--- src/rtl/router_pkg.sv ---
// Shared router types and default widths used by fifo_4x64, the input stage and
// the output serializer.
package router_pkg;

  localparam int ROUTER_WORD_W = 64;
  localparam int ROUTER_LINK_W = 16;

  typedef enum logic [1:0] {
    IDLE  = 2'd0,
    FETCH = 2'd1,
    SEND  = 2'd2
  } router_tx_state_e;

  // Width of a beat counter for a given beats-per-word ratio (never zero bits).
  function automatic int router_cnt_width(input int ratio);
    return (ratio > 1) ? $clog2(ratio) : 1;
  endfunction

endpackage

--- src/rtl/even_parity.sv ---
// Even-parity generator: parity is 1 when data holds an odd number of ones.
// Only compiled when ROUTER_TX_PARITY_EN is defined.
`ifdef ROUTER_TX_PARITY_EN
module even_parity #(
  parameter int WIDTH = 16
) (
  input  logic [WIDTH-1:0] data,
  output logic             parity
);

  assign parity = ^data;

endmodule
`endif

--- src/rtl/router_tx_serializer.sv ---
// Router output stage: pops FIFO words and sends them as RATIO link beats, LSB slice first.
// Optional ROUTER_TX_PARITY_EN adds an even-parity bit per beat on tx_parity.
module router_tx_serializer
  import router_pkg::*;
#(
  parameter int IN_WIDTH  = ROUTER_WORD_W,
  parameter int OUT_WIDTH = ROUTER_LINK_W
) (
  input  logic                 clk,
  input  logic                 reset,
  input  logic                 fifo_empty,
  output logic                 fifo_pop,
  input  logic [IN_WIDTH-1:0]  fifo_rd_data,
  output logic                 tx_valid,
  input  logic                 tx_ready,
  output logic [OUT_WIDTH-1:0] tx_data,
  output logic                 tx_last
`ifdef ROUTER_TX_PARITY_EN
  ,
  output logic                 tx_parity
`endif
);

  localparam int RATIO = IN_WIDTH / OUT_WIDTH;
  localparam int CNT_W = router_cnt_width(RATIO);
  localparam logic [CNT_W-1:0] LAST_SLICE     = CNT_W'(RATIO - 1);
  localparam logic [CNT_W-1:0] PRE_LAST_SLICE = CNT_W'(RATIO - 2);

  if ((IN_WIDTH % OUT_WIDTH) != 0) begin : g_bad_ratio
    $error("router_tx_serializer: IN_WIDTH must be a multiple of OUT_WIDTH");
  end

  router_tx_state_e     state;
  logic [IN_WIDTH-1:0]  word_q;
  logic [CNT_W-1:0]     slice_cnt;
  logic                 tx_valid_reg;
  logic                 tx_last_reg;
  logic                 beat_xfer;
  logic [OUT_WIDTH-1:0] slices [RATIO];

  for (genvar gi = 0; gi < RATIO; gi++) begin : g_slice
    assign slices[gi] = word_q[gi*OUT_WIDTH +: OUT_WIDTH];
  end

  assign beat_xfer = tx_valid_reg && tx_ready;

  // The pop must reach the FIFO in the same cycle it is decided, so it is the
  // one combinational output; it is forced low while reset is asserted.
  always_comb begin
    fifo_pop = 1'b0;
    if (!reset && !fifo_empty) begin
      unique case (state)
        IDLE:    fifo_pop = 1'b1;
        SEND:    fifo_pop = beat_xfer && tx_last_reg;
        default: fifo_pop = 1'b0;
      endcase
    end
  end

  always_ff @(posedge clk or posedge reset) begin
    if (reset) begin
      state        <= IDLE;
      word_q       <= '0;
      slice_cnt    <= '0;
      tx_valid_reg <= 1'b0;
      tx_last_reg  <= 1'b0;
    end else begin
      unique case (state)
        IDLE: begin
          if (fifo_pop) begin
            state <= FETCH;
          end
        end
        FETCH: begin
          word_q       <= fifo_rd_data;
          slice_cnt    <= '0;
          tx_valid_reg <= 1'b1;
          tx_last_reg  <= (RATIO == 1);
          state        <= SEND;
        end
        SEND: begin
          if (beat_xfer) begin
            if (tx_last_reg) begin
              tx_valid_reg <= 1'b0;
              tx_last_reg  <= 1'b0;
              state        <= fifo_pop ? FETCH : IDLE;
            end else begin
              slice_cnt   <= slice_cnt + 1'b1;
              tx_last_reg <= (slice_cnt == PRE_LAST_SLICE);
            end
          end
        end
        default: begin
          state        <= IDLE;
          tx_valid_reg <= 1'b0;
          tx_last_reg  <= 1'b0;
        end
      endcase
    end
  end

  // tx_last_reg mirrors slice_cnt == LAST_SLICE while a beat is presented.
  assign tx_valid = tx_valid_reg;
  assign tx_last  = tx_last_reg && (slice_cnt == LAST_SLICE);
  assign tx_data  = tx_valid_reg ? slices[slice_cnt] : '0;

`ifdef ROUTER_TX_PARITY_EN
  logic beat_parity;

  even_parity #(.WIDTH(OUT_WIDTH)) u_even_parity (
    .data   (tx_data),
    .parity (beat_parity)
  );

  assign tx_parity = tx_valid_reg & beat_parity;
`else
  // Without the parity option the link carries no check bit.
`endif

endmodule
--- config.mk ---
export PLATFORM = sky130hd
export DESIGN_NAME = router_tx_serializer
export DESIGN_NICKNAME = d
export VERILOG_FILES = /design/src/rtl/router_pkg.sv /design/src/rtl/even_parity.sv /design/src/rtl/router_tx_serializer.sv
export SDC_FILE = /design/constraint.sdc
export NUM_CORES = 1
export LEC_CHECK = 0
export ABC_AREA = 1
export ABC_CLOCK_PERIOD_IN_PS = 3600
export BUFFER_PORTS_ARGS = -buffer_cell sky130_fd_sc_hd__buf_2
export CAP_MARGIN = 20
export CELL_PAD_IN_SITES_DETAIL_PLACEMENT = 0
export CELL_PAD_IN_SITES_GLOBAL_PLACEMENT = 2
export CORE_MARGIN = 3
export CORE_UTILIZATION = 32
export DETAILED_ROUTE_END_ITERATION = 8
export MAX_ROUTING_LAYER = met4
export PLACE_DENSITY_LB_ADDON = 0.1
export SETUP_SLACK_MARGIN = 0.3
export SLEW_MARGIN = 30
export SYNTH_ARGS = -nofsm -noshare
export SYNTH_HDL_FRONTEND = slang
export SYNTH_SLANG_ARGS = --single-unit
--- constraint.sdc ---
create_clock -name clk -period 3.6 [get_ports clk]
set_input_delay 0.36 -clock clk [delete_from_list [all_inputs] [get_ports clk]]
set_output_delay 0.36 -clock clk [all_outputs]
set_load 0.1 [all_outputs]
* Word level (Yosys, flattened, before mapping)
Cells that the tools add are included.
Word-level totals: memories 0, bits in latches 0, RAM bits 0, bits in read-only memories 0, bits of input ports 68, bits in registers 70
Cells by class: bitwise operators 2, divide/modulo/power cells 0, reductions and logical operators 12, order comparisons 1, multiply operators 0, eq/ne operators 8, add/sub/neg operators 1, mux-type cells 20, shift-type cells 0
Operator list (count):
- 16-bit two-way mux | 3
- 16-bit binary-select mux with 2-bit select | 1
- 2-bit two-way mux | 5
- 3-bit AND reduction | 3
- 2-bit inequality test (second input constant) | 4
- 2-bit == test (second input constant) | 3
- 1-bit two-way mux | 6
- 2-bit case mux with 3 select lines | 1
- 1-bit logical AND | 4
- 1-bit case mux with 2 select lines | 2
- 2-bit case mux with 2 select lines | 1
- 3-bit greater-or-equal comparator (second input constant) | 1
- 2-bit inverter with 3-bit output | 1
- 1-bit case mux with 3 select lines | 1
- 2-bit by 1-bit adder with 2-bit output (second input constant) | 1
- 2-bit by 1-bit == test with 1-bit output (second input constant) | 1
- 1-bit zero test | 2
- 2-bit zero test | 1
- 2-bit AND reduction | 1
- 2-bit nonzero test | 1
- 1-bit inverter | 1

* Depth between registers and ports, before layout
Gate-level depths: netlist of the first run.
depth after elaboration 8, depth in mapped cells 8

* Worst setup path after synthesis of the first run
Ideal clock, no wire load.
path kind reg-to-output, from register tx_valid_reg (netlist: tx_valid), to output port tx_data[0], setup slack 327 ps, path buffers 1, cell stages (with the launch flop) 4, required time 3240 ps, data arrival time 2913 ps, path through dfrtp_1 inv_1 clkbuf_1 a21oi_1
Between the ends: word-level cells in the longest chain between the ends 1
Ends and longest elaborated chain:
- from (decl) | RTL line router_tx_serializer.sv:36 | logic tx_valid_reg;
- from (signal assigned) | RTL line router_tx_serializer.sv:65 | tx_valid_reg <= 1'b0;
- from (signal assigned) | RTL line router_tx_serializer.sv:77 | tx_valid_reg <= 1'b1;
- from (signal assigned) | RTL line router_tx_serializer.sv:84 | tx_valid_reg <= 1'b0;
- 16-bit two-way mux | RTL line router_tx_serializer.sv:105 | assign tx_data = tx_valid_reg ? slices[slice_cnt] : '0;
- to (decl) | RTL line router_tx_serializer.sv:16 | output logic [OUT_WIDTH-1:0] tx_data,
Every way passes these cells.

* Worst setup path in the final report of the first run
from register slice_cnt[0], to output port tx_data[6]
Between the ends: word-level cells in the longest chain between the ends 5
Ends and longest elaborated chain:
- from (decl) | RTL line router_tx_serializer.sv:35 | logic [CNT_W-1:0] slice_cnt;
- from (signal assigned) | RTL line router_tx_serializer.sv:88 | slice_cnt <= slice_cnt + 1'b1;
- 2-bit inverter with 3-bit output (implied by the code) | RTL line router_tx_serializer.sv:105
- 16-bit binary-select mux with 2-bit select | RTL line router_tx_serializer.sv:105
- 16-bit two-way mux (implied by the code) (2 in a row) | RTL line router_tx_serializer.sv:105
- 16-bit two-way mux | RTL line router_tx_serializer.sv:105
Every way passes these cells. The select of a mux whose other input is x is not followed.

==> flow_summary.yaml, run 1 <==
outcome:
  outcome: "completed"
critical_path:
  crit_type: "flop to primary output"
  worstPathRequired_ps: 3240
  cp_max_fo: 34
  worstSetupEndpointType: "primary output"
  reg2reg_depth: 6
  r2r-start: "slice_cnt[0]$_DFFE_PP0P_"
  max_stage_delay_ps: 630
  cp_cell_sequence: "inv_2 -> nand2_1 -> nand3_1 -> a21oi_1 -> buf_2"
  path_buf_inv: 2
  startpoint_type: "flop"
  rrSetupSlack_ps: 1880
  path_delay_family: "buffers and inverters"
  cp.arrival_ps: 2280
  r2r-end: "tx_last_reg$_DFFE_PP0P_"
  cp_slowest_cell: "dfrtp_1"
  cp_num_cells: 5
route:
  ant_nets: 0
  drc: 0
  wl_per_cell_um: 13.5
  drtPass1Iterations: 4
  vias: 2905
  routed_wl_um: 8860
  drt_iter0_drc: 162
  via_per_inst: 4.42
timing:
  slew_headroom_pct: 49.5
  tightest_slew_ps: 758
  fmax_mhz: 379
  timing.final.ws_setup_ps: 960
  finClkSkew_ps: 6.43
  post-route-period-util_pct: 73.3
  report.final.slew_viol_count: 0
  setup_tns_ps: 0
  rsz0062_at_grt: "false"
  hold_viol: 0
  setup_viol: 0
  fin_crit_ps: 2640
synth:
  synth_nets: 510
  synth_top_cell_area_share_pct: 51.1
  yosysTopAreaCell: "dfrtp_1"
  syn_avg_cell_area_sq_um: 7.79
  synth_seq_cells: 70
  yosysSeqAreaShare_pct: 51.1
  ys_top_cells_by_area: "dfrtp_1 51%, nand2_1 15%, inv_1 7.9%, o21ai_0 6.1%, nand3_1 5.4%"
  synth_warnings: 0
  postSynthCellCount: 440
  netlist_area_sq_mm: 0.00343
  yosys.cell_types.count: 17
power:
  p_total_mw: 3.52
  max-vdd-ir-drop_mv: 0.327
  power_leakage_nw: 2.12
  power_density_mw_per_mm2: 869
clock_network:
  cts.path.max_buffers: 2
  cts_post_setup_buffers_inserted: 0
  hold_buffers: 0
  clock_sinks: 70
  htreeDepth: 3
  cts_buffers: 9
  cts_tree: "done"
  cts_resized: 0
  clk_pin_slew_ps: 70
  cts-root-buf: "clkbuf_8"
  insertion_delay_ps: 340
layout:
  finalNetCount: 587
  largest-register: "word_q"
  final.fill_count: 1188
  drive_gt1_share_pct: 21.3
  mostFrequentLayoutCells: "137 x nand2_1, 86 x buf_2, 71 x inv_1"
  largest_reg_flops: 64
  final_common_cell: "nand2_1"
  seq_area_sq_mm: 0.00175
  reg_top3: "word_q x64, slice_cnt x2, state x2"
  area_growth_pct: 18.4
  multi_input_area_sq_mm: 0.00119
  antenna_cells: 0
grt:
  grt_util_met3_pct: 2.52
  busiest_layer: "met1"
  grt_max_degree: 77
  grt_pass1_vias: 2682
  use_met1_pct: 23.5
  grt_pass1_wl_um: 14000
  antenna_found_initial: 0
  grt_use_met2_pct: 21.0
  grt_overflow_total: 0
  track_usage_pct: 15.6
placed_design:
  gp_congestion: 0.751
  port-buffer-count: 86
  pre_cts_ws_ps: 1290
  dp_hpwl_um: 6210
floorplanning:
  initial_utilization_pct: 33.0
  pin_count: 87
  dieArea_sq_mm: 0.0120
  die_w_um: 109
  dieHeight_um: 109
  design.core.area_sq_mm: 0.0104
  rows: 37
job:
  drv_cap: 0
hold_path:
  hp-class: "input pin to async pin"
## routing by layer
layer,routed length (um),part of all wire [%]
met5,0,0
met4,131,1.5
met3,428,4.8
met2,3620,41
met1,4680,53
## metrics by stage
stage | instances | util, % | hold WS [ps] | cell area, sq um
after global placement | 642 | 37.3 | 485 | 3870
after CTS | 657 | 39.1 | 118 | 4060
final | 657 | 39.1 | 105 | 4060
after detailed placement | 642 | 37.3 | 495 | 3870
after floorplan | 440 | - | 481 | 3430
after global routing | 657 | 39.1 | 157 | 4060
## cells in the mapped netlist (all sizes together)
master,number
nand2,137
inv,76
dfrtp,70
o21ai,66
nand3,37
buf,22
a21oi,20
nor2,5
clkbuf,3
ha,2
nand4,1
or2,1
## cells by family after synthesis
group	after synthesis	share of synthesized area, %
AND/OR/NAND/NOR	181	21.5
buffers and inverters	101	14.0
AO/OA/AOI/OAI	86	12.6
flip-flops	70	51.1
adder cells (fa/ha/maj)	2	0.730
## report_power, final
group | leakage, nW | internal (mW) | switching, mW
Sequential | 0.652 | 1.06 | 0.132
Clock | 0.0958 | 0.323 | 0.285
Combinational | 1.37 | 0.372 | 1.35
Total | 2.12 | 1.76 | 1.77
## final cells by class
class                      instances  share of cell area [%]
tap                              136                    4.20
clock buffer                      15                    4.60
inverter                          76                    7.03
timing repair buffer              91                    11.5
sequential                        70                    43.2
multi-input combinational        269                    29.4
## how the worst max path moves through the flow
stage / startpoint / end / slack [ps]
floorplan: tx_valid$_DFFE_PP0P_ / tx_data[0] / 330
global placement: slice_cnt[1]$_DFFE_PP0P_ / tx_data[1] / 1340
detailed placement: slice_cnt[0]$_DFFE_PP0P_ / tx_data[14] / 1290
CTS: slice_cnt[0]$_DFFE_PP0P_ / tx_data[14] / 910
global route: slice_cnt[0]$_DFFE_PP0P_ / tx_data[9] / 760
finish: slice_cnt[0]$_DFFE_PP0P_ / tx_data[6] / 960
No activity file was read; power rests on OpenSTA's default activity.
==> inputs of run 2 (changes only) <==
Settings changed: ABC_AREA 1 to 0, ABC_CLOCK_PERIOD_IN_PS 3600 to 2390.
Clock period 3.6 ns to 2.39 ns, I/O delays scaled along.
==> flow_summary.yaml, run 2 <==
clock_network:
  cts_tree: "done"
  clk_pin_slew_ps: 80
  htreeDepth: 3
  cts-root-buf: "clkbuf_8"
  cts.path.max_buffers: 2
  insertion_delay_ps: 340
  cts_buffers: 9
  clock_sinks: 70
route:
  drc: 0
  routed_wl_um: 7140
  via_per_inst: 4.65
  wl_per_cell_um: 16.2
  drtPass1Iterations: 4
  vias: 2055
  ant_nets: 0
  drt_iter0_drc: 60
placed_design:
  gp_congestion: 0.686
  dp_hpwl_um: 4950
  place_area_sq_mm: 0.00389
  port-buffer-count: 86
layout:
  area_growth_pct: 34.0
  final.fill_count: 979
  antenna_cells: 0
  largest_reg_flops: 64
  reg_top3: "word_q x64, slice_cnt x2, state x2"
  mostFrequentLayoutCells: "69 x buf_2, 67 x dfrtp_1, 64 x mux2_2"
  drive_gt1_share_pct: 69.3
  largest-register: "word_q"
  stdcell_area_sq_mm: 0.00434
  finalNetCount: 374
  final_common_cell: "buf_2"
grt:
  grt_pass1_wl_um: 11700
  grt_pass1_vias: 2306
  grt_max_degree: 44
  grt_overflow_total: 0
  track_usage_pct: 13.7
  antenna_found_initial: 0
synth:
  async_flop_share_pct: 100
  synth_edf_count: 0
  syn_avg_cell_area_sq_um: 15.6
  synth-main-ff-cell: "dfrtp_1"
  synth_warnings: 0
  postSynthCellCount: 208
  synth_top_cell_area_share_pct: 54.1
  ys_top_cells_by_area: "dfrtp_1 54%, mux2_2 22%, mux4_2 11%, and2_1 3.3%, buf_6 2.8%"
  synth_seq_cells: 70
  netlist_area_sq_mm: 0.00324
  synth.most_common_cell: "dfrtp_1"
  yosysSeqAreaShare_pct: 54.1
  synth_common_cells: "70 x dfrtp_1, 64 x mux2_2, 17 x and2_1"
  yosys.cell_types.count: 24
  synth_nets: 278
  yosysTopAreaCell: "dfrtp_1"
critical_path:
  crit_path_start: "slice_cnt[0]$_DFFE_PP0P_"
  worstPathRequired_ps: 2150
  cp_cell_sequence: "buf_6 -> mux4_2 -> and2_2 -> buf_6"
  startpoint_type: "flop"
  cp_max_fo: 5
  r2r-start: "state[0]$_DFFE_PP0P_"
  crit_type: "flop to primary output"
  crit_top_cell: "buf_6"
  cp_slowest_cell: "mux4_2"
  worstSetupEndpointType: "primary output"
  max_stage_delay_ps: 490
  cp.arrival_ps: 1800
floorplanning:
  rows: 36
  dieHeight_um: 107
  design.core.area_sq_mm: 0.00982
  die_w_um: 107
  initial_utilization_pct: 33.0
  dieArea_sq_mm: 0.0114
  pin_count: 87
timing:
  fmax_mhz: 491
  fin_crit_ps: 2040
  rsz0062_at_grt: "true"
  finClkSkew_ps: 9.33
  post-route-period-util_pct: 85.3
  slew_headroom_pct: 66.0
  report.final.slew_viol_count: 0
  tightest_slew_ps: 509
  hold_viol: 0
  setup_viol: 0
hold_path:
  hold_start: "fifo_empty"
  hp-class: "input pin to flop"
outcome:
  outcome: "completed"
job:
  drv_cap: 0
-- run 2: routing by layer --
metal | GRT usage [%] | up-vias | part of all wire (%)
li1 | - | 948 | -
met1 | 16.5 | 1043 | 44
met2 | 22.0 | 58 | 49
met3 | 5.12 | 6 | 6.1
met4 | 3.56 | 0 | 0.50
met5 | - | - | 0
-- run 2: cells by family (layout without fill, tap and decap cells) --
logic type | after synthesis | in the layout | synth area share (%)
simple gates | 33 | 33 | 6.14
buf+inv | 17 | 118 | 4.17
flops | 70 | 70 | 54.1
compound gates | 5 | 5 | 1.16
fa+ha+maj | 2 | 2 | 0.772
mux | 81 | 81 | 33.7
-- run 2: final cells by class --
cell class | instances | area [sq um] | area share, %
clock buffers | 13 | 169 | 3.89
clock inverters | 3 | 17.5 | 0.403
inverters | 2 | 7.51 | 0.173
multi-input cells | 121 | 1420 | 32.7
flip-flops and latches | 70 | 1760 | 40.4
well taps | 133 | 166 | 3.83
repair buffers | 100 | 808 | 18.6
-- run 2: stage by stage --
| stage | utilization [%] | setup TNS [ps] | hold WS [ps] | std cells | worst slack [ps] |
|---|---|---|---|---|---|
| after CTS | 42.3 | 0 | 93.3 | 440 | 264 |
| after detailed placement | 39.6 | 0 | 346 | 422 | 487 |
| final | 44.2 | 0 | 112 | 442 | 352 |
| after global placement | 39.6 | 0 | 356 | 422 | 496 |
| after floorplan | - | -20.0 | 317 | 208 | -20.0 |
| after global routing | 44.2 | 0 | 95.3 | 442 | 259 |
-- run 2: path summary, 6_finish.rpt --
| path | end | slack [ps] | depth (start not counted) |
|---|---|---|---|
| max in group asynchronous | tx_valid$_DFFE_PP0P_ | 1170 | 4 |
| min in group asynchronous | state[0]$_DFFE_PP0P_ | 520 | 3 |
| hold / removal | state[0]$_DFFE_PP0P_ | 110 | 2 |
| setup reg to reg | word_q[5]$_DFFE_PP0P_ | 720 | 3 |
| setup / recovery | tx_data[0] | 350 | 4 |
| hold reg to reg | word_q[30]$_DFFE_PP0P_ | 500 | 1 |
-- run 2: critical path: cells and delay by family, from the launching register on --
family                 cells  cell delay (ps)
buffers and inverters      2              340
flip-flops                 1              430
multiplexers               1              490
AND/OR/NAND/NOR            1              210
-- run 2: timing repair --
item | in CTS | in global routing
buffers inserted | 1 | 1
endpoints found under the setup margin | 16 | 15
resized for setup | 21 | 45
hold endpoints to repair | 21 | 0
hold buffers | 1 | 0
cloned | 0 | 1
Power of run 2 is not shown: default switching activity piles up to over one toggle a cycle in this logic, so the estimate is an artifact.
==> inputs of run 3 (changes only) <==
Settings changed: CTS_BUF_LIST from default to sky130_fd_sc_hd__clkbuf_16.
==> flow_summary.yaml, run 3 (synthesized netlist as in run 2, its figures left out) <==
timing:
  slew_headroom_pct: 65.9
  finClkSkew_ps: 3.45
  setup_tns_ps: 0
  rsz0062_at_grt: "true"
  fin_crit_ps: 2030
  tightest_slew_ps: 510
  setup_viol: 0
  whs_ps: 129
  report.final.slew_viol_count: 0
  hold_viol: 0
  fmax_mhz: 493
  post-route-period-util_pct: 84.9
grt:
  grt_max_degree: 44
  grt_pass1_vias: 2303
  grt_overflow_total: 0
  antenna_found_initial: 0
  grt_pass1_wl_um: 11700
  track_usage_pct: 13.9
floorplanning:
  design.core.area_sq_mm: 0.00982
  dieHeight_um: 107
  initial_utilization_pct: 33.0
  pin_count: 87
  die_w_um: 107
  dieArea_sq_mm: 0.0114
  rows: 36
job:
  drv_cap: 0
clock_network:
  cts.path.max_buffers: 2
  cts-root-buf: "clkbuf_16"
  clk_pin_slew_ps: 50
  insertion_delay_ps: 320
  htreeDepth: 3
  cts_tree: "done"
  clock_sinks: 70
  cts_buffers: 9
layout:
  reg_top3: "word_q x64, slice_cnt x2, state x2"
  finalNetCount: 373
  largest-register: "word_q"
  largest_reg_flops: 64
  drive_gt1_share_pct: 67.2
  multi_input_area_sq_mm: 0.00140
  antenna_cells: 0
  final.fill_count: 967
  finish.utilization_pct: 44.0
  area_growth_pct: 33.4
  mostFrequentLayoutCells: "69 x buf_2, 67 x dfrtp_1, 64 x mux2_2"
  final_common_cell: "buf_2"
  seq_area_sq_mm: 0.00176
route:
  ant_nets: 0
  via_per_inst: 4.67
  wl_per_cell_um: 16.1
  drt-met1-wl_um: 3060
  routed_wl_um: 7100
  drc: 0
  vias: 2061
  wl_met2_um: 3530
  drtPass1Iterations: 4
  wl_met3_um: 476
  highest_layer: "met4"
  drt_iter0_drc: 69
critical_path:
  crit_path_start: "slice_cnt[0]$_DFFE_PP0P_"
  worstSetupEndpointType: "primary output"
  r2r-end: "word_q[5]$_DFFE_PP0P_"
  cp_max_fo: 5
  crit_type: "flop to primary output"
  r2r-start: "state[0]$_DFFE_PP0P_"
  max_stage_delay_ps: 490
  crit_top_cell: "buf_6"
  cp_slowest_cell: "mux4_2"
  worstPathRequired_ps: 2150
  cp_cell_sequence: "buf_6 -> mux4_2 -> and2_2 -> buf_6"
  startpoint_type: "flop"
  reg2reg_depth: 3
  rrSetupSlack_ps: 730
  worstSetupEndpoint: "tx_data[0]"
  cp.arrival_ps: 1790
hold_path:
  hp-class: "input pin to flop"
outcome:
  outcome: "completed"
placed_design:
  port-buffer-count: 86
  dp_hpwl_um: 4950
  gp_congestion: 0.686
-- run 3: area by class of cell --
type	instances	area share [%]
clock buffers	9	5.21
clock inverters	7	0.753
inverters	2	0.174
multi-input cells	121	32.5
flip-flops and latches	70	40.6
well taps	133	3.85
repair buffers	99	16.9
-- run 3: layer usage --
layer  up-vias  GRT usage (%)
met2        54           21.9
li1        943              -
met5         -              -
met1      1059           16.6
met4         0           4.38
met3         5           5.30
-- run 3: through the flow --
step	worst slack (ps)	cell area, sq um	cells
after floorplan	-20.0	3290	208
after global placement	496	3890	422
after detailed placement	487	3890	422
after CTS	236	4210	440
after global routing	282	4320	441
final	361	4320	441
-- run 3: critical path, delay by kind of cell (launching register included) --
family,cells,cell delay [ps]
flip-flops,1,420
buffers and inverters,2,340
AND/OR/NAND/NOR,1,210
multiplexers,1,490
-- run 3: timing repair --
action | 4_1_cts | 5_1_grt
hold buffers | 1 | 0
hold endpoints to repair | 17 | 0
resized for setup | 15 | 31
endpoints found under the setup margin | 13 | 15
cloned | 0 | 1
setup buffers | 1 | 0
-- run 3: worst min-delay path by stage --
stage,from,end,slack (ps),depth (start not counted)
detailed placement,reset,state[0]$_DFFE_PP0P_,350,2
global placement,reset,state[0]$_DFFE_PP0P_,360,2
CTS,fifo_empty,state[0]$_DFFE_PP0P_,120,2
floorplan,reset,state[0]$_DFFE_PP0P_,320,1
finish,fifo_empty,state[0]$_DFFE_PP0P_,130,2
global route,fifo_empty,state[0]$_DFFE_PP0P_,120,2
Power of run 3 is left out for the same reason.
